==> src/rtl/rsa_pkg.sv <==
// rsa_pkg: shared sizes and sequencer state encoding for the RSA session controller.
package rsa_pkg;
  localparam int NBITS = 256;
  localparam int IN_BYTES = NBITS / 8;
  localparam int OUT_BYTES = 31;
  localparam int GUARD = 2;
  typedef enum logic [2:0] {LOAD_N, LOAD_D, LOAD_C, START, FALL, WAIT, SEND} rsa_state_t;
endpackage

==> src/rtl/rsa_session_ctrl_if.sv <==
// rsa_session_ctrl_if: byte-wide host link, rx toward the controller and tx back to the host.
interface rsa_session_ctrl_if;
  logic rx_valid;
  logic rx_ready;
  logic [7:0] rx_data;
  logic tx_valid;
  logic tx_ready;
  logic [7:0] tx_data;
  modport master (output rx_valid, rx_data, tx_ready, input rx_ready, tx_valid, tx_data);
  modport slave (input rx_valid, rx_data, tx_ready, output rx_ready, tx_valid, tx_data);
endinterface

==> src/rtl/rsa_byte_sipo.sv <==
// rsa_byte_sipo: MSB-first byte shift-in register with load enable and synchronous clear.
module rsa_byte_sipo #(
  parameter int NBITS = 256
) (
  input  logic             clk,
  input  logic             rst_n,
  input  logic             clr,
  input  logic             en,
  input  logic [7:0]       din,
  output logic [NBITS-1:0] q
);
  logic [NBITS-1:0] q_q, q_d;
  always_comb q_d = clr ? '0 : en ? {q_q[NBITS-9:0], din} : q_q;
  always_ff @(posedge clk or negedge rst_n)
    if (!rst_n) q_q <= '0;
    else q_q <= q_d;
  assign q = q_q;
endmodule

==> src/rtl/rsa_session_ctrl.sv <==
// rsa_session_ctrl: loads N, d and ciphertext blocks from the host, runs the power core, streams results back.
module rsa_session_ctrl
  import rsa_pkg::*;
(
  input  logic                clk,
  input  logic                rst_n,
  rsa_session_ctrl_if.slave   host,
  output logic                pw_start,
  output logic [NBITS-1:0]    pw_a1,
  output logic [NBITS-1:0]    pw_a2,
  output logic [NBITS-1:0]    pw_a3,
  input  logic                pw_done,
  input  logic [NBITS-1:0]    pw_a0,
  output logic                busy
);
  rsa_state_t state_q, state_d;
  logic [5:0] byte_cnt_q, byte_cnt_d;
  logic [8*OUT_BYTES-1:0] res_sr_q, res_sr_d;
  logic rx_fire, tx_fire, last_in, pw_a0_unused;
  assign host.rx_ready = state_q inside {LOAD_N, LOAD_D, LOAD_C};
  assign host.tx_valid = state_q == SEND;
  assign host.tx_data = host.tx_valid ? res_sr_q[8*OUT_BYTES-1 -: 8] : 8'h00;
  assign pw_start = state_q == START;
  assign busy = !(state_q == LOAD_C && byte_cnt_q == 6'd0);
  assign rx_fire = host.rx_valid && host.rx_ready;
  assign tx_fire = host.tx_valid && host.tx_ready;
  assign last_in = byte_cnt_q == 6'(IN_BYTES - 1);
  assign pw_a0_unused = ^pw_a0[NBITS-1:8*OUT_BYTES];
  // byte_cnt doubles as the guard timer while in FALL
  always_comb begin
    state_d = state_q;
    byte_cnt_d = byte_cnt_q + 6'(rx_fire || tx_fire || state_q == FALL);
    res_sr_d = tx_fire ? {res_sr_q[8*OUT_BYTES-9:0], 8'h00} : res_sr_q;
    case (state_q)
      LOAD_N: state_d = rx_fire && last_in ? LOAD_D : LOAD_N;
      LOAD_D: state_d = rx_fire && last_in ? LOAD_C : LOAD_D;
      LOAD_C: state_d = rx_fire && last_in ? START : LOAD_C;
      START:  state_d = FALL;
      FALL:   state_d = byte_cnt_q == 6'(GUARD - 1) ? WAIT : FALL;
      WAIT: begin
        state_d = pw_done ? SEND : WAIT;
        res_sr_d = pw_done ? pw_a0[8*OUT_BYTES-1:0] : res_sr_q;
      end
      SEND:   state_d = tx_fire && byte_cnt_q == 6'(OUT_BYTES - 1) ? LOAD_C : SEND;
      default: state_d = LOAD_N;
    endcase
    if (state_d != state_q) byte_cnt_d = '0;
  end
  always_ff @(posedge clk or negedge rst_n)
    if (!rst_n) begin
      state_q <= LOAD_N;
      byte_cnt_q <= '0;
      res_sr_q <= '0;
    end else begin
      state_q <= state_d;
      byte_cnt_q <= byte_cnt_d;
      res_sr_q <= res_sr_d;
    end
  rsa_byte_sipo #(.NBITS(NBITS)) u_sipo_n (
    .clk(clk), .rst_n(rst_n), .clr(1'b0), .en(rx_fire && state_q == LOAD_N),
    .din(host.rx_data), .q(pw_a3)
  );
  rsa_byte_sipo #(.NBITS(NBITS)) u_sipo_d (
    .clk(clk), .rst_n(rst_n), .clr(1'b0), .en(rx_fire && state_q == LOAD_D),
    .din(host.rx_data), .q(pw_a2)
  );
  rsa_byte_sipo #(.NBITS(NBITS)) u_sipo_c (
    .clk(clk), .rst_n(rst_n), .clr(1'b0), .en(rx_fire && state_q == LOAD_C),
    .din(host.rx_data), .q(pw_a1)
  );
endmodule

==> src/flat_wrapper.sv <==
// flat-port wrapper written by rule: the top's interface ports become plain ports
module rsa_session_ctrl_flat import rsa_pkg::*;
  (clk, rst_n, pw_start, pw_a1, pw_a2, pw_a3, pw_done, pw_a0, busy, host_rx_valid, host_rx_data, host_tx_ready, host_rx_ready, host_tx_valid, host_tx_data);
  rsa_session_ctrl_if host_i ();
  input  logic clk;
  input  logic rst_n;
  output logic pw_start;
  output logic [NBITS-1:0] pw_a1;
  output logic [NBITS-1:0] pw_a2;
  output logic [NBITS-1:0] pw_a3;
  input  logic pw_done;
  input  logic [NBITS-1:0] pw_a0;
  output logic busy;
  input wire logic [$bits(host_i.rx_valid)-1:0] host_rx_valid;
  input wire logic [$bits(host_i.rx_data)-1:0] host_rx_data;
  input wire logic [$bits(host_i.tx_ready)-1:0] host_tx_ready;
  output wire logic [$bits(host_i.rx_ready)-1:0] host_rx_ready;
  output wire logic [$bits(host_i.tx_valid)-1:0] host_tx_valid;
  output wire logic [$bits(host_i.tx_data)-1:0] host_tx_data;
  assign host_i.rx_valid = host_rx_valid;
  assign host_i.rx_data = host_rx_data;
  assign host_i.tx_ready = host_tx_ready;
  assign host_rx_ready = host_i.rx_ready;
  assign host_tx_valid = host_i.tx_valid;
  assign host_tx_data = host_i.tx_data;
  rsa_session_ctrl u_core (.clk(clk), .rst_n(rst_n), .host(host_i), .pw_start(pw_start), .pw_a1(pw_a1), .pw_a2(pw_a2), .pw_a3(pw_a3), .pw_done(pw_done), .pw_a0(pw_a0), .busy(busy));
endmodule
==> config.mk <==
export PLATFORM = sky130hd
export DESIGN_NAME = rsa_session_ctrl_flat
export DESIGN_NICKNAME = d
export VERILOG_FILES = /design/src/rtl/rsa_pkg.sv /design/src/rtl/rsa_session_ctrl_if.sv /design/src/rtl/rsa_byte_sipo.sv /design/src/rtl/rsa_session_ctrl.sv /design/src/flat_wrapper.sv
export SDC_FILE = /design/constraint.sdc
export NUM_CORES = 1
export LEC_CHECK = 0
export BUFFER_PORTS_ARGS = -buffer_cell sky130_fd_sc_hd__buf_2
export CAP_MARGIN = 40
export CORE_AREA = 3 3 408 410
export CTS_CLUSTER_SIZE = 10
export DETAILED_ROUTE_END_ITERATION = 7
export DIE_AREA = 0 0 411 413
export MAX_ROUTING_LAYER = met4
export PLACE_DENSITY = 0.47
export SLEW_MARGIN = 0
export SYNTH_ARGS = -nofsm -noshare
export SYNTH_HDL_FRONTEND = slang
export SYNTH_SLANG_ARGS = --single-unit
==> constraint.sdc <==
create_clock -name clk -period 3.2 [get_ports clk]
set_input_delay 0.32 -clock clk [delete_from_list [all_inputs] [get_ports clk]]
set_output_delay 0.32 -clock clk [all_outputs]
set_load 0.01 [all_outputs]
After elaboration in Yosys (flattened, before gate mapping)
Index checks and enable logic that the tools add are counted.
- add/sub/neg operators: 1
- div/mod/pow operators: 0
- bitwise logic cells: 0
- reductions and logical operators: 16
- equality and inequality tests: 11
- magnitude comparators: 0
- multiplexer cells: 12
- shift-type cells: 0
- $mul: 0
- operator list (kind ; count):
    248-bit 2-to-1 mux ; 3
    3-bit case mux with 7 select lines ; 1
    6-bit by 5-bit == test with 1-bit output (second input constant) ; 2
    3-bit == test (second input constant) ; 3
    1-bit logical AND ; 8
    8-bit 2-to-1 mux ; 1
    6-bit by 1-bit adder with 6-bit output ; 1
    3-bit by 2-bit == test with 1-bit output (second input constant) ; 2
    6-bit by 1-bit == test with 1-bit output (second input constant) ; 1
    6-bit logical NOT ; 1
    6-bit 2-to-1 mux ; 1
    2-bit 2-to-1 mux ; 2
    3-bit by 1-bit == test with 1-bit output (second input constant) ; 1
    3-bit logical NOT ; 1
    1-bit 2-to-1 mux ; 3
    3-bit 2-to-1 mux ; 1
    3-bit != test ; 1
    3-bit nonzero test ; 1
    1-bit logical OR ; 2
    2-bit != test (second input constant) ; 1
    2-bit AND reduction ; 1
    2-bit nonzero test ; 1
    1-bit logical NOT ; 1
- input bits: 269
- ROM bits: 0
- output and inout port bits: 780
- memories kept: 0
- bits in registers: 1025
- RAM bits: 0
- bits in latches: 0
- logic and storage cells: 46

Depth between registers and ports, before layout
- word-level depth: 8
- mapped depth: 8
- gate-level depth less buffers: 8

Hierarchy
From an unflattened synthesis, not the netlist that was laid out.
- cells, all modules: 3632
- area, all modules: 43784.5 um^2
- modules (own cells, without submodules) (module ; area each (um^2) ; cells each ; instances):
    rsa_byte_sipo ; 10603.9 ; 825 ; 3
    rsa_session_ctrl ; 11972.7 ; 1157 ; 1

Worst setup path after synthesis
OpenSTA, ideal clock, no wires.
- path kind: register to register
- start: reg u_core.state_q[0]
- end: reg u_core.byte_cnt_q[4]
- stages on the path, launching flop included: 9
- path buffers: 1
- path slack: 1392 ps
- required time: 3114 ps
- arrival: 1722 ps
- cells stage by stage: dfrtp_1 > buf_4 > o21bai_1 > a221oi_1 > ha_1 > ha_1 > nand3_1 > xor2_1 > nor3_1
- word-level cells in the longest chain between the ends: 8
- elaborated cells between the ends (all ways): 22
- RTL lines (item ; RTL line ; text):
    from (decl) ; rsa_session_ctrl.sv:16 ; rsa_state_t state_q, state_d;
    from (signal assigned) ; rsa_session_ctrl.sv:55 ; state_q <= state_d;
    parallel branches: the longest is 7 deep, another holds 6-bit by 1-bit adder with 6-bit output ; -- ;
    6-bit 2-to-1 mux * ; rsa_session_ctrl.sv:47 ; if (state_d != state_q) byte_cnt_d = '0;
    net u_core.byte_cnt_d[4] ; rsa_session_ctrl.sv:17 ; logic [5:0] byte_cnt_q, byte_cnt_d;
    to (signal assigned) ; rsa_session_ctrl.sv:56 ; byte_cnt_q <= byte_cnt_d;
    to (decl) ; rsa_session_ctrl.sv:17 ;
Mark *: on every way through the listed nets, which the timed path passes.
A chain may end at the register's enable or synchronous reset.

Final worst setup path
- start: reg u_core.state_q[0]
- end: out host_tx_data[2]
- word-level cells in the longest chain between the ends: 2
- RTL lines (item ; RTL line ; text):
    3-bit == test ; rsa_session_ctrl.sv:21 ; assign host.tx_valid = state_q == SEND;
    8-bit 2-to-1 mux ; rsa_session_ctrl.sv:22 ; assign host.tx_data = host.tx_valid ? res_sr_q[8*OUT_BYTES-1 -: 8] : 8'h00;
    to (decl) ; flat_wrapper.sv:19 ; output wire logic [$bits(host_i.tx_data)-1:0] host_tx_data;
No other way between the ends.

==> results.json <==
{
  "critPathMaxFanout": 13,
  "die_w_um": 411,
  "htreeDepth": 3,
  "post-cts-setup-buffers": 0,
  "fp.coreArea_um2": 162800,
  "multiInputGateArea_um2": 13710,
  "skew_ns": 0.03604,
  "drt_iter0_drc": 1547,
  "track_usage_pct": 16.86,
  "final_nets": 4382,
  "cts_tree": "yes",
  "wl_met3_mm": 9.602,
  "rsz0062_at_grt": "no",
  "finalSetupTns_ns": 0,
  "highest_layer": "met4",
  "dieArea_um2": 169700,
  "grt_pass1_wl_mm": 205.5,
  "crit_type": "reg2out",
  "design_area_um2": 54620,
  "drc": 0,
  "io_buffers": 1040,
  "num_vias": 27180,
  "syn_area_um2": 40580,
  "final-setup-viol-count": 0,
  "max_freq_mhz": 341.5,
  "routedWlPerCell_um": 22.40,
  "finalHoldViolCount": 0,
  "cts.path.max_buffers": 3,
  "vdd_ir_drop_max_v": 0.0004991,
  "leakage_nw": 27.80,
  "num_rows": 148,
  "syn_avg_cell_area_um2": 14.66,
  "synth_cells": 2769,
  "seqCellArea_um2": 25650,
  "via_per_inst": 4.274,
  "outcome": "complete, no violations",
  "drt-met1-wl_mm": 58.38,
  "tightest_slew_ns": 0.8569,
  "min_period_ns": 2.928,
  "yosysTopAreaCell": "dfrtp_1",
  "worstSkewPairLatency_ns": 0.72,
  "initial_core_util_pct": 24.93,
  "synth_top_area_share_pct": 63.20,
  "holdWs_ns": 0.1466,
  "slew_viol_final": 0,
  "io_pins": 1049,
  "finalWirelength_mm": 142.5,
  "synth_warnings": 0,
  "power_density_nw_per_um2": 712.0,
  "worstPathArrival_ns": 2.61,
  "firstDrtPassIters": 4,
  "grt_remaining_overflow": 0,
  "hp-class": "in2async",
  "cts_made_buffers": 121,
  "chipHeight_um": 413,
  "cp_data_required_time_ns": 2.88,
  "slew_headroom_pct": 42.66,
  "cts_resized": 0,
  "numClockSinks": 1025,
  "route.met2.wl_mm": 68.59,
  "fill_cells": 16440,
  "grt_pass1_vias": 28730,
  "ys_top_cells_by_area": "dfrtp_1 63%, mux2_2 20%, mux2i_1 5.9%, nand2_1 2.4%, o21ai_1 1.7%",
  "path_clk_slew_ns": 0.06,
  "synth_seq_cells": 1025,
  "ant_nets": 0,
  "cp-end-kind": "primary output",
  "dpl_cell_area_um2": 48420,
  "dp_hpwl_mm": 107.8,
  "period_share_pct": 91.51,
  "cp-start-kind": "register",
  "clock-root-buffer": "clkbuf_16",
  "drive_gt1_share_pct": 48.38,
  "synthesis.nets": 3040,
  "antenna_found_initial": 12,
  "synthToLayoutAreaGrowth_pct": 34.59,
  "gp_congestion": 0.8263,
  "yosysSeqAreaShare_pct": 63.20,
  "ctsHoldBuffers": 258,
  "cap_violations": 0,
  "grt_start_max_net_pins": 143,
  "ys_types": 40
}
-- state kept, by name (all words and copies together) (netlist names) --
name               flops
u_core.byte_cnt_q      6
u_core.state_q         3
u_core.res_sr_q      248
u_core.u_sipo_d.q    256
u_core.u_sipo_n.q    256
u_core.u_sipo_c.q    256
-- Yosys cell counts (all sizes together) --
master  count
and2        9
or4         1
nand2     260
xnor2       1
nand2b      3
a221oi      1
ha          2
and3        3
dfrtp    1025
and3b       2
a21boi      1
inv         1
clkbuf     29
xor2        3
nand3       5
o21ai     251
nor3b       2
nor3        6
buf       140
o211ai      1
mux2i     240
or3         1
nor2        6
a21o        2
nand4b      1
nor4bb      2
a21oi       2
mux2      768
o21bai      1
-- worst max-delay path, stage by stage (launching register included) --
cell and delay (ns):
dfrtp_1 0.55, nand2b_4 0.25, nor2_1 0.67, and2_1 0.26
buf_2 0.14
-- worst paths after layout --
check,start,endpoint,slack [ns],cells past startpoint
max in group asynchronous,rst_n,u_core.res_sr_q[44]$_DFFE_PN0P_,1.79,4
worst min register to register,u_core.res_sr_q[213]$_DFFE_PN0P_,u_core.res_sr_q[213]$_DFFE_PN0P_,0.48,2
worst max-delay path,u_core.state_q[0]$_DFF_PN0_,host_tx_data[2],0.27,4
worst max register to register,u_core.state_q[2]$_DFF_PN0_,u_core.u_sipo_n.q[235]$_DFFE_PN0P_,0.74,5
min in group clk,host_rx_valid,u_core.byte_cnt_q[0]$_DFF_PN0_,0.27,5
worst min-delay path,rst_n,u_core.u_sipo_c.q[236]$_DFFE_PN0P_,0.15,2
-- cell usage in the layout (no fill, tap or decap), types with 9 or more instances in the layout --
master,instances
and2_1,9
buf_12,36
buf_2,1039
buf_4,54
clkbuf_1,32
clkbuf_16,123
clkbuf_8,12
dfrtp_1,1025
diode_2,14
dlygate4sd3_1,258
mux2_1,38
mux2_2,730
mux2i_1,240
nand2_1,260
o21ai_0,110
o21ai_1,140
-- cell type report --
cell class,count,area share [%]
sequential,1025,46.96
multi-input combinational,1574,25.09
timing repair buffer,1388,16.34
clock buffer,167,6.158
tap,2175,4.982
clock inverter,16,0.3963
antenna,14,0.06414
inverter,1,0.006872
-- where the power goes --
part           internal (mW)  total (mW)  switching [mW]  leakage (nW)
sequential              15.2        17.3            2.05          14.0
combinational           3.94        8.75            4.81          12.1
clock                   7.38        12.9            5.48          1.74
-- routing by layer --
metal,vias up,GRT usage [%]
li1,12450,-
met1,13690,20.19
met2,798,26.81
met3,244,4.877
met4,0,6.551
met5,-,-
-- kinds of logic after synthesis --
kind of cell / share of synthesized area [%]
DFF: 63.20
buffers and inverters: 3.071
xor gates and xnor gates: 0.08634
and+or+nand+nor: 3.086
adders and majority gates: 0.06165
muxes: 27.23
AOI/OAI and AO/OA: 3.262
-- stage by stage --
step | setup slack (ns) | total power, mW | cells | util (%)
after floorplan | 1.392 | 22.14 | 2769 | -
after global placement | 0.7556 | 26.12 | 5905 | 29.75
after detailed placement | 0.7451 | 26.26 | 5905 | 29.75
after CTS | 0.1498 | 39.70 | 6346 | 33.53
after global routing | 0.1005 | 41.22 | 6354 | 33.55
final | 0.2717 | 38.89 | 6360 | 33.56
No activity file was read; power rests on OpenSTA's default activity.
